### src/rtl/core_run_ctrl.sv
`default_nettype none
// +----------------------------------------------------------------------------+
// | Module      : core_run_ctrl                                                 |
// | Description : Run controller for the RISC-V core. Holds the core in reset   |
// |               for RST_CYCLES, runs the program, and counts RUN cycles and   |
// |               writebacks. A run ends on a halt instruction, a PC self-loop  |
// |               or the cycle budget, and the cause is reported.               |
// |               Optional macro RUN_CTRL_SIGNATURE_EN adds a rotate-xor        |
// |               writeback signature; without it signature_o is tied to 0.     |
// | Revision    : 1.0 - initial release                                         |
// +----------------------------------------------------------------------------+
module core_run_ctrl #(
  parameter int          XLEN        = 32,
  parameter int          CNT_W       = 32,
  parameter int          RST_CYCLES  = 4,
  parameter int          MAX_CYCLES  = 1000,
  parameter int          STALL_LIMIT = 8,
  parameter logic [31:0] HALT_INSTR  = 32'h0010_0073
) (
  input  logic             clk,
  input  logic             rst,          // asynchronous, active-low
  input  logic             start_i,
  input  logic             abort_i,
  input  logic [XLEN-1:0]  pc_i,
  input  logic [31:0]      instr_i,
  input  logic             reg_write_i,
  input  logic [XLEN-1:0]  result_i,
  output logic             core_rst_o,
  output logic             busy_o,
  output logic             done_o,
  output logic [1:0]       cause_o,
  output logic [CNT_W-1:0] cycle_cnt_o,
  output logic [CNT_W-1:0] wb_cnt_o,
  output logic [XLEN-1:0]  signature_o
);

  localparam logic [1:0] S_IDLE  = 2'd0;
  localparam logic [1:0] S_RESET = 2'd1;
  localparam logic [1:0] S_RUN   = 2'd2;
  localparam logic [1:0] S_DONE  = 2'd3;

  localparam logic [1:0] c_CAUSE_NONE  = 2'b00;
  localparam logic [1:0] c_CAUSE_HALT  = 2'b01;
  localparam logic [1:0] c_CAUSE_STALL = 2'b10;
  localparam logic [1:0] c_CAUSE_TMO   = 2'b11;

  localparam logic [CNT_W-1:0] c_RST_LAST  = CNT_W'(RST_CYCLES - 1);
  localparam logic [CNT_W-1:0] c_MAX_CYC   = CNT_W'(MAX_CYCLES);
  localparam logic [CNT_W-1:0] c_STALL_LIM = CNT_W'(STALL_LIMIT);

  logic [1:0]       r_state;
  logic [1:0]       w_state_nxt;
  logic [CNT_W-1:0] r_rst_cnt;
  logic [CNT_W-1:0] r_cycle_cnt;
  logic [CNT_W-1:0] r_wb_cnt;
  logic [CNT_W-1:0] r_stall_cnt;
  logic [XLEN-1:0]  r_prev_pc;
  logic [1:0]       r_cause;
  logic             r_core_rst;
  logic             r_busy;
  logic             r_done;

  logic             w_run_start;
  logic             w_first_run;
  logic [CNT_W-1:0] w_cyc_inc;
  logic [CNT_W-1:0] w_wb_inc;
  logic [CNT_W-1:0] w_stall_nxt;
  logic             w_term;
  logic [1:0]       w_cause_nxt;
  logic             w_core_rst_nxt;
  logic             w_busy_nxt;
  logic             w_done_nxt;

  // A new run begins from IDLE or DONE; abort always wins over start.
  assign w_run_start = start_i && !abort_i && (r_state == S_IDLE || r_state == S_DONE);

  // RUN-cycle arithmetic: saturating counters, stall tracking and termination cause.
  always_comb begin
    // cycle_cnt is zero only before the first RUN cycle, so it doubles as "no previous PC".
    w_first_run = (r_cycle_cnt == '0);
    w_cyc_inc   = (&r_cycle_cnt) ? r_cycle_cnt : r_cycle_cnt + 1'b1;
    w_wb_inc    = (reg_write_i && !(&r_wb_cnt)) ? r_wb_cnt + 1'b1 : r_wb_cnt;
    w_stall_nxt = '0;
    if (!w_first_run && pc_i == r_prev_pc)
      w_stall_nxt = (&r_stall_cnt) ? r_stall_cnt : r_stall_cnt + 1'b1;
    w_cause_nxt = c_CAUSE_NONE;
    if (instr_i == HALT_INSTR)
      w_cause_nxt = c_CAUSE_HALT;
    else if (w_stall_nxt >= c_STALL_LIM)
      w_cause_nxt = c_CAUSE_STALL;
    else if (w_cyc_inc >= c_MAX_CYC)
      w_cause_nxt = c_CAUSE_TMO;
    w_term = (w_cause_nxt != c_CAUSE_NONE);
  end

  // Next-state logic for IDLE -> RESET -> RUN -> DONE with abort back to IDLE.
  always_comb begin
    w_state_nxt = r_state;
    case (r_state)
      S_IDLE:  if (w_run_start) w_state_nxt = S_RESET;
      S_RESET: begin
        if (abort_i)                      w_state_nxt = S_IDLE;
        else if (r_rst_cnt == c_RST_LAST) w_state_nxt = S_RUN;
      end
      S_RUN: begin
        if (abort_i)     w_state_nxt = S_IDLE;
        else if (w_term) w_state_nxt = S_DONE;
      end
      S_DONE: begin
        if (abort_i)          w_state_nxt = S_IDLE;
        else if (w_run_start) w_state_nxt = S_RESET;
      end
      default: w_state_nxt = S_IDLE;
    endcase
  end

  // Output decode from the next state so the flopped outputs track the state register.
  always_comb begin
    w_core_rst_nxt = (w_state_nxt == S_RUN);
    w_busy_nxt     = (w_state_nxt == S_RESET) || (w_state_nxt == S_RUN);
    w_done_nxt     = (w_state_nxt == S_DONE);
  end

  // State register and registered status outputs.
  always_ff @(posedge clk or negedge rst) begin
    if (!rst) begin
      r_state    <= S_IDLE;
      r_core_rst <= 1'b0;
      r_busy     <= 1'b0;
      r_done     <= 1'b0;
    end else begin
      r_state    <= w_state_nxt;
      r_core_rst <= w_core_rst_nxt;
      r_busy     <= w_busy_nxt;
      r_done     <= w_done_nxt;
    end
  end

  // Run counters, stall tracking and cause; cleared on run start, held outside RESET/RUN.
  always_ff @(posedge clk or negedge rst) begin
    if (!rst) begin
      r_rst_cnt   <= '0;
      r_cycle_cnt <= '0;
      r_wb_cnt    <= '0;
      r_stall_cnt <= '0;
      r_prev_pc   <= '0;
      r_cause     <= c_CAUSE_NONE;
    end else if (w_run_start) begin
      r_rst_cnt   <= '0;
      r_cycle_cnt <= '0;
      r_wb_cnt    <= '0;
      r_stall_cnt <= '0;
      r_prev_pc   <= '0;
      r_cause     <= c_CAUSE_NONE;
    end else if (r_state == S_RESET) begin
      r_rst_cnt <= r_rst_cnt + 1'b1;
    end else if (r_state == S_RUN) begin
      // The aborting cycle is still a sampled RUN cycle and is counted.
      r_cycle_cnt <= w_cyc_inc;
      r_wb_cnt    <= w_wb_inc;
      r_stall_cnt <= w_stall_nxt;
      r_prev_pc   <= pc_i;
      if (!abort_i && w_term)
        r_cause <= w_cause_nxt;
    end
  end

`ifdef RUN_CTRL_SIGNATURE_EN
  logic [XLEN-1:0] r_signature;

  // Rotate-left-by-one then xor each writeback value into the signature.
  always_ff @(posedge clk or negedge rst) begin
    if (!rst)
      r_signature <= '0;
    else if (w_run_start)
      r_signature <= '0;
    else if (r_state == S_RUN && reg_write_i)
      r_signature <= {r_signature[XLEN-2:0], r_signature[XLEN-1]} ^ result_i;
  end

  assign signature_o = r_signature;
`else
  logic w_sig_unused;
  assign w_sig_unused = ^result_i;
  assign signature_o  = '0;
`endif

  assign core_rst_o  = r_core_rst;
  assign busy_o      = r_busy;
  assign done_o      = r_done;
  assign cause_o     = r_cause;
  assign cycle_cnt_o = r_cycle_cnt;
  assign wb_cnt_o    = r_wb_cnt;

endmodule
`default_nettype wire

### config.mk
export PLATFORM = sky130hd
export DESIGN_NAME = core_run_ctrl
export DESIGN_NICKNAME = d
export VERILOG_FILES = /design/src/rtl/core_run_ctrl.sv
export SDC_FILE = /design/constraint.sdc
export NUM_CORES = 1
export LEC_CHECK = 0
export ABC_AREA = 0
export CELL_PAD_IN_SITES_DETAIL_PLACEMENT = 2
export CELL_PAD_IN_SITES_GLOBAL_PLACEMENT = 2
export CORE_MARGIN = 2
export CORE_UTILIZATION = 32
export CTS_BUF_LIST = sky130_fd_sc_hd__clkbuf_8
export CTS_CLUSTER_DIAMETER = 50
export DETAILED_ROUTE_END_ITERATION = 16
export PLACE_DENSITY = 0.86
export REMOVE_ABC_BUFFERS = 1
export SYNTH_ARGS = -nofsm -noshare
export SYNTH_HDL_FRONTEND = slang
export SYNTH_SLANG_ARGS = --single-unit
### constraint.sdc
create_clock -name clk -period 4.7 [get_ports clk]
set_clock_uncertainty 0.05 [all_clocks]
set_input_delay 1.41 -clock clk [delete_from_list [all_inputs] [get_ports clk]]
set_output_delay 1.41 -clock clk [all_outputs]
set_load 0.02 [all_outputs]
Yosys cells after proc, flatten, opt, wreduce, memory -nomap -nowiden
Index checks and enable logic that the tools add are counted.
{ "classes": {"n_addsub": 4, "order_cmp": 2, "eq_ne": 10, "muxes": 32, "reduce_logical": 23} }
{ "op_table": {"columns": ["operator", "n"], "rows": [
  ["$mux 32", 18],
  ["$add 32x1->32 const B", 4],
  ["$reduce_and 32->1", 3],
  ["$eq 32x2->1 const B", 1],
  ["$eq 32x21->1 const B", 1],
  ["$eq 32x32->1", 1],
  ["$ge 32x10->1 const B", 1],
  ["$ge 32x4->1 const B", 1],
  ["$logic_not 32->1", 1],
  ["$mux 2", 13],
  ["$reduce_bool 2->1", 5],
  ["$eq 2x2->1 const B", 4],
  ["$pmux 2 s4", 1],
  ["$reduce_and 3->1", 2],
  ["$logic_and 1x1->1", 5],
  ["$eq 2x1->1 const B", 2],
  ["$logic_not 1->1", 3],
  ["$logic_not 2->1", 1],
  ["$logic_or 1x1->1", 2],
  ["$ne 2x2->1 const B", 1],
  ["$reduce_and 2->1", 1]
]} }
{ "word_totals": {"regBits": 167, "in_bits": 101, "out_inout_bits": 101} }

Depth between registers and ports, before layout
Gate-level depths: netlist (run 1).
{ "logic_depth": {"word_depth": 13, "mapped_depth": 13} }

Least setup slack after synthesis (run 1)
Ideal clock, no wire load.
{ "synth_timing": {"kind": "reg-to-reg", "from": "register r_cycle_cnt[12], in the netlist cycle_cnt_o[12]", "to": "register r_busy, in the netlist busy_o", "arrival_ps": 3098, "required_time_ps": 4524, "setup_slack_ps": 1426, "stages_incl_launch_ff": 11, "synth_period_minus_slack_ps": 3274, "path_cell_list": "dfrtp_1 -> buf_4 -> nand3_1 -> or4_4 -> a2111o_1 -> or4b_1 -> a21oi_1 -> nand4_1 -> o211ai_2 -> nand3_1 -> ha_1"} }
{ "synth_between": {"elab_chain_len": 13} }
{ "synth_rtl": {"columns": ["item", "line", "text"], "rows": [
  ["from (decl)", "54", "logic [CNT_W-1:0] r_cycle_cnt;"],
  ["from (signal assigned)", "159", "r_cycle_cnt <= w_cyc_inc;"],
  ["parallel branches: the longest is 5 deep, another holds $add 32x1->32", null, null],
  ["$mux 2 (*)", "89", "else if (w_stall_nxt >= c_STALL_LIM)"],
  ["$mux 2 (*)", "87", "if (instr_i == HALT_INSTR)"],
  ["$reduce_bool 2->1 (*)", "93", "w_term = (w_cause_nxt != c_CAUSE_NONE);"],
  ["$mux 2 (*)", "107", "else if (w_term) w_state_nxt = S_DONE;"],
  ["$mux 2 (*)", "106", "if (abort_i) w_state_nxt = S_IDLE;"],
  ["$pmux 2 s4 (*)", "99", "case (r_state)"],
  ["via w_state_nxt[1]", "52", "logic [1:0] w_state_nxt;"],
  ["$eq 2x1->1 or $eq 2x2->1 (tied branches)", "120", "w_busy_nxt = (w_state_nxt == S_RESET) || (w_state_nxt == S_RUN);"],
  ["$logic_or 1x1->1 (*)", "120", null],
  ["via w_busy_nxt", "71", "logic w_busy_nxt;"],
  ["to (signal assigned)", "134", "r_busy <= w_busy_nxt;"],
  ["to (decl)", "60", "logic r_busy;"]
]} }
Mark *: on every way through the listed nets, which the timed path passes.
A chain may end at the register's enable or synchronous reset.

Final worst setup path (run 1)
{ "layout_timing": {"from": "register r_stall_cnt[0]", "to": "register r_busy, in the netlist busy_o"} }
{ "layout_between": {"elab_chain_len": 12} }
{ "layout_rtl": {"columns": ["item", "line", "text"], "rows": [
  ["from (decl)", "56", "logic [CNT_W-1:0] r_stall_cnt;"],
  ["from (signal assigned)", "161", "r_stall_cnt <= w_stall_nxt;"],
  ["$add 32x1->32 or $reduce_and 32->1 (tied branches)", "85", "w_stall_nxt = (&r_stall_cnt) ? r_stall_cnt : r_stall_cnt + 1'b1;"],
  ["$mux 32 (*)", "85", null],
  ["$mux 32 (*)", "84", "if (!w_first_run && pc_i == r_prev_pc)"],
  ["$ge 32x4->1 (*)", "89", null],
  ["$mux 2 (*)", "89", null],
  ["$mux 2 (*)", "87", null],
  ["$reduce_bool 2->1 (*)", "93", null],
  ["$mux 2 (*)", "107", null],
  ["$mux 2 (*)", "106", null],
  ["$pmux 2 s4 (*)", "99", null],
  ["via w_state_nxt[1]", "52", null],
  ["$eq 2x1->1 or $eq 2x2->1 (tied branches)", "120", null],
  ["$logic_or 1x1->1 (*)", "120", null],
  ["via w_busy_nxt", "71", null]
]} }
The timed path passes the listed nets; every way through them passes the cells marked *.

==> report_table.html, run 1 <==
<table>
<tr><th>Metric</th><th>Value</th></tr>
<tr><th colspan="2">STA</th></tr>
<tr><td>Worst hold slack</td><td>484 ps</td></tr>
<tr><td>Sum of negative setup slack</td><td>0 ps</td></tr>
<tr><td>Achievable Freq</td><td>242 MHz</td></tr>
<tr><td>Count of pins over their slew limit</td><td>0</td></tr>
<tr><td>Headroom to the max-slew limit</td><td>37.1%</td></tr>
<tr><td>Setup violation total in the final timing report</td><td>0</td></tr>
<tr><td>Final Hold Vio Count</td><td>0</td></tr>
<tr><td>Minimum period implied by the final worst setup slack</td><td>4130 ps</td></tr>
<tr><td>Setup repair after global routing missed its margin</td><td>false</td></tr>
<tr><td>Transition at the pin with the smallest max-transition slack</td><td>943 ps</td></tr>
<tr><td>Final worst-path cycle share</td><td>87.9%</td></tr>
<tr><th colspan="2">GRT</th></tr>
<tr><td>Pin count of the biggest net entering global routing</td><td>79</td></tr>
<tr><td>Antenna violations before repair</td><td>3</td></tr>
<tr><td>Number of global-route vias before repair</td><td>10.9k</td></tr>
<tr><td>Global-route wire length before repair</td><td>62.2 mm</td></tr>
<tr><td>Overall track demand over capacity in global routing</td><td>23.2%</td></tr>
<tr><td>Remaining global-route overflow</td><td>0</td></tr>
<tr><th colspan="2">Final layout</th></tr>
<tr><td>Filler cell count</td><td>3627</td></tr>
<tr><td>Final layout net count</td><td>1425</td></tr>
<tr><td>Share of layout cells above drive strength 1</td><td>6.64%</td></tr>
<tr><td>Total area of multi-input combinational cells</td><td>5750 µm²</td></tr>
<tr><td>Non-filler instance count after layout</td><td>1769</td></tr>
<tr><td>Area growth from synthesis to layout</td><td>20.3%</td></tr>
<tr><td>Area occupied by registers</td><td>4180 µm²</td></tr>
<tr><th colspan="2">Synth</th></tr>
<tr><td>Cell with the most instances after synthesis</td><td>sky130_fd_sc_hd__dfrtp_1</td></tr>
<tr><td>Number of warnings printed during yosys synthesis</td><td>0</td></tr>
<tr><td>Number of synthesized flops with an enable pin</td><td>0</td></tr>
<tr><td>Average size of a mapped cell</td><td>8.66 µm²</td></tr>
<tr><td>Register area share after synthesis</td><td>40.1%</td></tr>
<tr><td>Fraction of registers with async set or reset after synthesis</td><td>100%</td></tr>
<tr><td>Post-synth top area cell</td><td>sky130_fd_sc_hd__dfrtp_1</td></tr>
<tr><td>Mapped Area</td><td>10400 µm²</td></tr>
<tr><td>Dominant register cell in the synthesized netlist</td><td>sky130_fd_sc_hd__dfrtp_1</td></tr>
<tr><td>Gate count of the mapped netlist</td><td>1204</td></tr>
<tr><td>Number of synthesized register bits</td><td>167</td></tr>
<tr><td>Fraction of synthesized cell area taken by the top area cell type</td><td>40.1%</td></tr>
<tr><td>Cells taking the most area after synthesis</td><td>sky130_fd_sc_hd__dfrtp_1 (40%), sky130_fd_sc_hd__xor2_1 (6.7%), sky130_fd_sc_hd__o21ai_0 (4.9%)</td></tr>
<tr><td>Most instantiated cells after synthesis</td><td>sky130_fd_sc_hd__dfrtp_1 (167), sky130_fd_sc_hd__nor2_1 (120), sky130_fd_sc_hd__nand2_1 (109), sky130_fd_sc_hd__o21ai_0 (103), sky130_fd_sc_hd__xor2_1 (80)</td></tr>
<tr><td>Number of unique standard cell types used by synthesis</td><td>71</td></tr>
<tr><th colspan="2">Status</th></tr>
<tr><td>Status</td><td>completed</td></tr>
<tr><th colspan="2">Floorplan</th></tr>
<tr><td>Die area</td><td>34100 µm²</td></tr>
<tr><td>Die width</td><td>185 µm</td></tr>
<tr><td>Boundary pin count</td><td>202</td></tr>
<tr><td>Placement row count</td><td>66</td></tr>
<tr><td>Effective utilization at floorplan</td><td>32.3%</td></tr>
<tr><td>Die Y</td><td>185 µm</td></tr>
<tr><td>Core Region</td><td>32300 µm²</td></tr>
<tr><th colspan="2">Clocking</th></tr>
<tr><td>Maximum root-to-sink buffer count</td><td>2</td></tr>
<tr><td>Clock transition at the registers of the reported paths</td><td>100 ps</td></tr>
<tr><td>Worst skew pair latency</td><td>500 ps</td></tr>
<tr><td>TritonCTS clock tree</td><td>yes</td></tr>
<tr><td>Number of buffers added to fix hold violations after cts</td><td>0</td></tr>
<tr><td>Number of levels in the clock H-tree</td><td>4</td></tr>
<tr><td># resized after CTS</td><td>0</td></tr>
<tr><td>CTS root buffer</td><td>sky130_fd_sc_hd__clkbuf_8</td></tr>
<tr><td>Total CTS buffers</td><td>17</td></tr>
<tr><td>Total clock sinks</td><td>167</td></tr>
<tr><td>Count of buffers added by post-CTS timing repair for setup</td><td>0</td></tr>
<tr><th colspan="2">Power and ir drop</th></tr>
<tr><td>Leakage</td><td>5.30 nW</td></tr>
<tr><td>Pwr/cell area</td><td>264 nW/µm²</td></tr>
<tr><td>Maximum ir drop on the vdd rail</td><td>0.000168 V</td></tr>
<tr><td>Total Power</td><td>3.32 mW</td></tr>
<tr><th colspan="2">Drt</th></tr>
<tr><td>Drt first-iter violations</td><td>665</td></tr>
<tr><td>Routed wire length</td><td>38.4 mm</td></tr>
<tr><td>Antenna viol nets, final</td><td>0</td></tr>
<tr><td>Via density per instance</td><td>5.67</td></tr>
<tr><td>Total via count in the routed design</td><td>10.0k</td></tr>
<tr><td>First-pass iteration count of the detailed router</td><td>5</td></tr>
<tr><td>Post-DR wirelength/cell</td><td>21.7 µm</td></tr>
<tr><td>Number of remaining DRC errors</td><td>0</td></tr>
<tr><th colspan="2">Placement</th></tr>
<tr><td>Gp weighted congestion</td><td>0.883</td></tr>
<tr><td>Quantity of I/O buffers inserted on ports</td><td>137</td></tr>
<tr><td>Placed wire-length estimate after detailed placement</td><td>27.7 mm</td></tr>
<tr><td>Number of placed instances with taps included</td><td>1736</td></tr>
<tr><th colspan="2">Setup path</th></tr>
<tr><td>Critical path class</td><td>flop to flop</td></tr>
<tr><td>Maximum fanout along the worst path</td><td>11</td></tr>
<tr><td>Number of cells on the worst reg-to-reg path</td><td>10</td></tr>
<tr><td>Data required time at the worst endpoint</td><td>5030 ps</td></tr>
<tr><td>Signal arrival time at the worst endpoint</td><td>4460 ps</td></tr>
<tr><td>Type of element capturing the critical path</td><td>flop</td></tr>
<tr><td>Nature of the critical path startpoint</td><td>flop</td></tr>
<tr><th colspan="2">Min path</th></tr>
<tr><td>Number of stages on the worst hold path</td><td>1</td></tr>
<tr><td>Worst Hold Class</td><td>flop to flop</td></tr>
<tr><th colspan="2">Flow run</th></tr>
<tr><td>Number of violations of the max-capacitance limit</td><td>0</td></tr>
</table>
==> per-stage QoR <==
| stage | setup WS (ps) | utilization (%) | instance area, µm² |
|---|---|---|---|
| floorplan | -2400 | - | 9980 |
| detailed placement | 344 | 37.7 | 12200 |
| global placement | 658 | 37.7 | 12200 |
| CTS | 591 | 38.9 | 12500 |
| global route | 352 | 38.9 | 12600 |
| finish | 567 | 38.9 | 12600 |
==> state kept, by name, summed over array words and instances (netlist names) <==
name and cells:
busy_o 1, cause_o 2, r_stall_cnt 32, cycle_cnt_o 32, wb_cnt_o 32, r_state 2
core_rst_o 1, r_rst_cnt 32, done_o 1, r_prev_pc 32
==> layout by cell type (no fill, tap or decap), drive strengths merged, types with 11 or more instances in the layout <==
| master | count |
|---|---|
| nand3 | 54 |
| a21oi | 48 |
| nor3 | 18 |
| and3 | 42 |
| nor2 | 120 |
| and4 | 24 |
| o21ai | 103 |
| xor2 | 80 |
| clkbuf | 18 |
| nand2 | 109 |
| o31ai | 24 |
| a22o | 33 |
| clkdlybuf4s50 | 136 |
| dfrtp | 167 |
| nand4 | 58 |
| conb | 32 |
| a31oi | 18 |
| or3 | 12 |
| buf | 33 |
| inv | 24 |
| xnor2 | 22 |
| ha | 11 |
| nor4 | 33 |
==> cells by family after synthesis <==
family | after synthesis | share of synthesized area [%]
simple gates | 510 | 25.8
compound gates | 276 | 17.3
flops | 167 | 40.1
buf+inv | 128 | 6.09
xor+xnor | 102 | 8.56
fa+ha+maj | 11 | 1.32
mux | 9 | 0.876
other cells | 1 | 0.0359
==> final timing paths <==
check,to,slack [ps],startpoint
worst max-delay path,busy_o$_DFF_PN0_,570,r_stall_cnt[0]$_DFFE_PN0P_
worst min-delay path,r_prev_pc[8]$_DFFE_PN0P_,480,r_prev_pc[8]$_DFFE_PN0P_
worst max register to register,busy_o$_DFF_PN0_,570,r_stall_cnt[0]$_DFFE_PN0P_
worst min register to register,r_prev_pc[8]$_DFFE_PN0P_,480,r_prev_pc[8]$_DFFE_PN0P_
max in group asynchronous,r_rst_cnt[17]$_DFFE_PN0P_,2850,rst
min in group asynchronous,cycle_cnt_o[16]$_DFFE_PN0P_,890,rst
==> where the power goes <==
group          internal [mW]  leakage [nW]  total (mW)  switching [mW]
combinational          0.266          2.80       0.679           0.413
sequential              1.52          2.32        1.62          0.0982
clock                  0.391         0.179        1.02           0.627
==> layout make-up <==
type | instances | share of cell area (%)
multi-input combinational | 940 | 45.8
sequential | 167 | 33.3
timing repair buffer | 169 | 13.0
tap | 442 | 4.41
clock buffer | 18 | 1.97
clock inverter | 14 | 0.907
inverter | 18 | 0.538
antenna | 1 | 0.0199
==> routing by layer <==
metal  track usage (%)  wire [µm]  vias up
li1                  -          -     4563
met1              28.7      16300     5175
met2              41.2      19800      221
met3              3.52       1370       62
met4              7.30        917        2
met5                 0         13        -
==> worst max-delay path, stage by stage (launching register included) <==
cell and delay (ps):
sky130_fd_sc_hd__dfrtp_1 450, sky130_fd_sc_hd__ha_1 280, sky130_fd_sc_hd__and3_1 350, sky130_fd_sc_hd__and2_1 290, sky130_fd_sc_hd__a21oi_1 750, sky130_fd_sc_hd__nand4_1 240
sky130_fd_sc_hd__xnor2_1 230, sky130_fd_sc_hd__or4_4 610, sky130_fd_sc_hd__o31ai_4 270, sky130_fd_sc_hd__nand3_1 190, sky130_fd_sc_hd__ha_1 330
Note: power is estimated with default switching activity, not from simulation.
==> inputs of run 2 (changes only) <==
--- a/config.mk
+++ b/config.mk
@@ -14,6 +14,7 @@
 export CTS_CLUSTER_DIAMETER = 50
 export DETAILED_ROUTE_END_ITERATION = 16
 export PLACE_DENSITY = 0.86
+export RECOVER_POWER = 25
 export REMOVE_ABC_BUFFERS = 1
 export SYNTH_ARGS = -nofsm -noshare
 export SYNTH_HDL_FRONTEND = slang
==> report_table.html, run 2 (synthesized netlist as in run 1, its figures left out) <==
<table>
<tr><th>Metric</th><th>Value</th></tr>
<tr><th colspan="2">Status</th></tr>
<tr><td>Failing checks</td><td>max-capacitance violations, max-slew violations</td></tr>
<tr><td>Status</td><td>complete, but fails checks</td></tr>
<tr><th colspan="2">Clocking</th></tr>
<tr><td>TritonCTS clock tree</td><td>yes</td></tr>
<tr><td>Number of buffers added to fix hold violations after cts</td><td>0</td></tr>
<tr><td>Total CTS buffers</td><td>17</td></tr>
<tr><td>Number of levels in the clock H-tree</td><td>4</td></tr>
<tr><td># resized after CTS</td><td>0</td></tr>
<tr><td>Maximum root-to-sink buffer count</td><td>2</td></tr>
<tr><td>Clock transition at the registers of the reported paths</td><td>100 ps</td></tr>
<tr><td>Worst skew pair latency</td><td>500 ps</td></tr>
<tr><td>Total clock sinks</td><td>167</td></tr>
<tr><td>Count of buffers added by post-CTS timing repair for setup</td><td>0</td></tr>
<tr><td>CTS root buffer</td><td>sky130_fd_sc_hd__clkbuf_8</td></tr>
<tr><th colspan="2">Setup path</th></tr>
<tr><td>Type of element capturing the critical path</td><td>flop</td></tr>
<tr><td>Cell-by-cell listing of the critical path</td><td>ha_1 -&gt; and3_1 -&gt; and2_1 -&gt; a21oi_1 -&gt; nand4_1 -&gt; xnor2_1 -&gt; or4_4 -&gt; o31ai_4 -&gt; nand3_1 -&gt; ha_1</td></tr>
<tr><td>Slowest cell delay on critical path</td><td>750 ps</td></tr>
<tr><td>Signal arrival time at the worst endpoint</td><td>4460 ps</td></tr>
<tr><td>Maximum fanout along the worst path</td><td>11</td></tr>
<tr><td>Most numerous cell on the critical path</td><td>sky130_fd_sc_hd__ha_1</td></tr>
<tr><td>Reg2Reg Launch Point</td><td>r_stall_cnt[0]$_DFFE_PN0P_</td></tr>
<tr><td>Data required time at the worst endpoint</td><td>5030 ps</td></tr>
<tr><td>Critical-path top delay cell</td><td>sky130_fd_sc_hd__a21oi_1</td></tr>
<tr><td>Critical path class</td><td>flop to flop</td></tr>
<tr><td>Nature of the critical path startpoint</td><td>flop</td></tr>
<tr><td>Launch point of the critical path</td><td>r_stall_cnt[0]$_DFFE_PN0P_</td></tr>
<tr><th colspan="2">Min path</th></tr>
<tr><td>Worst Hold Class</td><td>flop to flop</td></tr>
<tr><td>Worst Hold Launch</td><td>r_prev_pc[8]$_DFFE_PN0P_</td></tr>
<tr><th colspan="2">Final layout</th></tr>
<tr><td>Final layout net count</td><td>1425</td></tr>
<tr><td>Filler cell count</td><td>3629</td></tr>
<tr><td>Utilization of the core after routing</td><td>38.8%</td></tr>
<tr><td>Most common cell after layout, fill and taps aside</td><td>sky130_fd_sc_hd__dfrtp_1</td></tr>
<tr><td>Share of layout cells above drive strength 1</td><td>6.64%</td></tr>
<tr><td>Area growth from synthesis to layout</td><td>20.1%</td></tr>
<tr><td>Non-filler instance count after layout</td><td>1769</td></tr>
<tr><td>Commonest non-fill, non-tap cells in the layout</td><td>sky130_fd_sc_hd__dfrtp_1 (167), sky130_fd_sc_hd__clkdlybuf4s50_1 (136), sky130_fd_sc_hd__nor2_1 (118), sky130_fd_sc_hd__nand2_1 (109), sky130_fd_sc_hd__o21ai_0 (103)</td></tr>
<tr><th colspan="2">STA</th></tr>
<tr><td>Post-route setup slack</td><td>567 ps</td></tr>
<tr><td>Achievable Freq</td><td>242 MHz</td></tr>
<tr><td>Transition at the pin with the smallest max-transition slack</td><td>2160 ps</td></tr>
<tr><td>Setup violation total in the final timing report</td><td>0</td></tr>
<tr><td>Final Hold Vio Count</td><td>0</td></tr>
<tr><td>Headroom to the max-slew limit</td><td>-44.3%</td></tr>
<tr><td>Final worst-path cycle share</td><td>87.9%</td></tr>
<tr><td>Minimum period implied by the final worst setup slack</td><td>4130 ps</td></tr>
<tr><td>Count of pins over their slew limit</td><td>79</td></tr>
<tr><td>Setup repair after global routing missed its margin</td><td>false</td></tr>
<tr><th colspan="2">Drt</th></tr>
<tr><td>Routed wire length</td><td>38.4 mm</td></tr>
<tr><td>Antenna viol nets, final</td><td>0</td></tr>
<tr><td>Drt first-iter violations</td><td>661</td></tr>
<tr><td>Total via count in the routed design</td><td>10.0k</td></tr>
<tr><td>Post-DR wirelength/cell</td><td>21.7 µm</td></tr>
<tr><td>Number of remaining DRC errors</td><td>0</td></tr>
<tr><td>Via density per instance</td><td>5.66</td></tr>
<tr><td>First-pass iteration count of the detailed router</td><td>5</td></tr>
<tr><th colspan="2">Power and ir drop</th></tr>
<tr><td>Pwr/cell area</td><td>265 nW/µm²</td></tr>
<tr><td>Combinational power share</td><td>20.4%</td></tr>
<tr><td>Switching power total</td><td>1.14 mW</td></tr>
<tr><td>Switching share of power</td><td>34.3%</td></tr>
<tr><td>Leakage</td><td>5.29 nW</td></tr>
<tr><td>Maximum ir drop on the vdd rail</td><td>0.000167 V</td></tr>
<tr><td>Design internal power</td><td>2.18 mW</td></tr>
<tr><td>Clock share of power</td><td>30.7%</td></tr>
<tr><td>Reg power frac</td><td>48.9%</td></tr>
<tr><td>Total Power</td><td>3.31 mW</td></tr>
<tr><th colspan="2">Floorplan</th></tr>
<tr><td>Core Region</td><td>32300 µm²</td></tr>
<tr><td>Placement row count</td><td>66</td></tr>
<tr><td>Effective utilization at floorplan</td><td>32.3%</td></tr>
<tr><td>Die area</td><td>34100 µm²</td></tr>
<tr><td>Die Y</td><td>185 µm</td></tr>
<tr><td>Boundary pin count</td><td>202</td></tr>
<tr><td>Die width</td><td>185 µm</td></tr>
<tr><th colspan="2">Placement</th></tr>
<tr><td>Placed wire-length estimate after detailed placement</td><td>27.7 mm</td></tr>
<tr><td>Setup Slack @ Placement</td><td>344 ps</td></tr>
<tr><td>Gp weighted congestion</td><td>0.883</td></tr>
<tr><td>Quantity of I/O buffers inserted on ports</td><td>137</td></tr>
<tr><td>Number of placed instances with taps included</td><td>1736</td></tr>
<tr><th colspan="2">GRT</th></tr>
<tr><td>Number of global-route vias before repair</td><td>10.9k</td></tr>
<tr><td>Overall track demand over capacity in global routing</td><td>23.2%</td></tr>
<tr><td>Pin count of the biggest net entering global routing</td><td>79</td></tr>
<tr><td>Antenna violations before repair</td><td>3</td></tr>
<tr><td>Remaining global-route overflow</td><td>0</td></tr>
<tr><td>Global-route wire length before repair</td><td>62.2 mm</td></tr>
<tr><th colspan="2">Flow run</th></tr>
<tr><td>Number of violations of the max-capacitance limit</td><td>1</td></tr>
</table>
[run 2: cell types whose count changed in the layout (fill, tap and decap cells not counted)]
cell                       delta
sky130_fd_sc_hd__buf_12       -1
sky130_fd_sc_hd__clkbuf_2     +2
sky130_fd_sc_hd__buf_6        -1
[run 2: final timing paths]
kind | cells after the start | slack, ps | endpoint
worst max-delay path | 10 | 570 | busy_o$_DFF_PN0_
worst min-delay path | 1 | 480 | r_prev_pc[8]$_DFFE_PN0P_
worst max register to register | 10 | 570 | busy_o$_DFF_PN0_
worst min register to register | 1 | 480 | r_prev_pc[8]$_DFFE_PN0P_
max in group asynchronous | 2 | 750 | r_stall_cnt[1]$_DFFE_PN0P_
min in group asynchronous | 1 | 1450 | cycle_cnt_o[16]$_DFFE_PN0P_
[run 2: layout make-up]
type	count	area (µm²)	area share (%)
multi-input combinational	940	5750	45.9
sequential	167	4180	33.3
timing repair buffer	169	1620	12.9
tap	442	553	4.41
clock buffer	18	248	1.98
clock inverter	14	114	0.909
inverter	18	67.6	0.539
antenna	1	2.50	0.0200
[run 2: worst max-delay path: cells and delay by family, from the launching register on]
family,cells,cell delay [ps]
adders and majority gates,2,610
DFF,1,450
xor gates and xnor gates,1,230
and+or+nand+nor,5,1680
AOI/OAI and AO/OA,2,1020
[run 2: power by group through the flow]
stage               clock [mW]  combinational, mW  sequential [mW]
finish                    1.02              0.677             1.62
global route              1.10              0.752             1.63
CTS                       1.04              0.688             1.62
detailed placement           0              0.681             1.65
global placement             0              0.640             1.63
floorplan                    0              0.344             1.64
[run 2: per-layer routing]
metal	share of wire [%]	up-vias	global-route usage (%)
met5	0.034	-	0
met4	2.4	2	7.30
met3	3.5	60	3.52
met2	52	215	41.2
met1	43	5181	28.7
li1	-	4560	-
[run 2: through the flow]
stage	instance area (µm²)	setup TNS [ps]	hold WS [ps]
6_report	12500	0	484
5_1_grt	12500	0	512
4_1_cts	12500	0	491
3_5_place_dp	12200	0	465
3_3_place_gp	12200	0	458
2_1_floorplan	9980	-92260	426
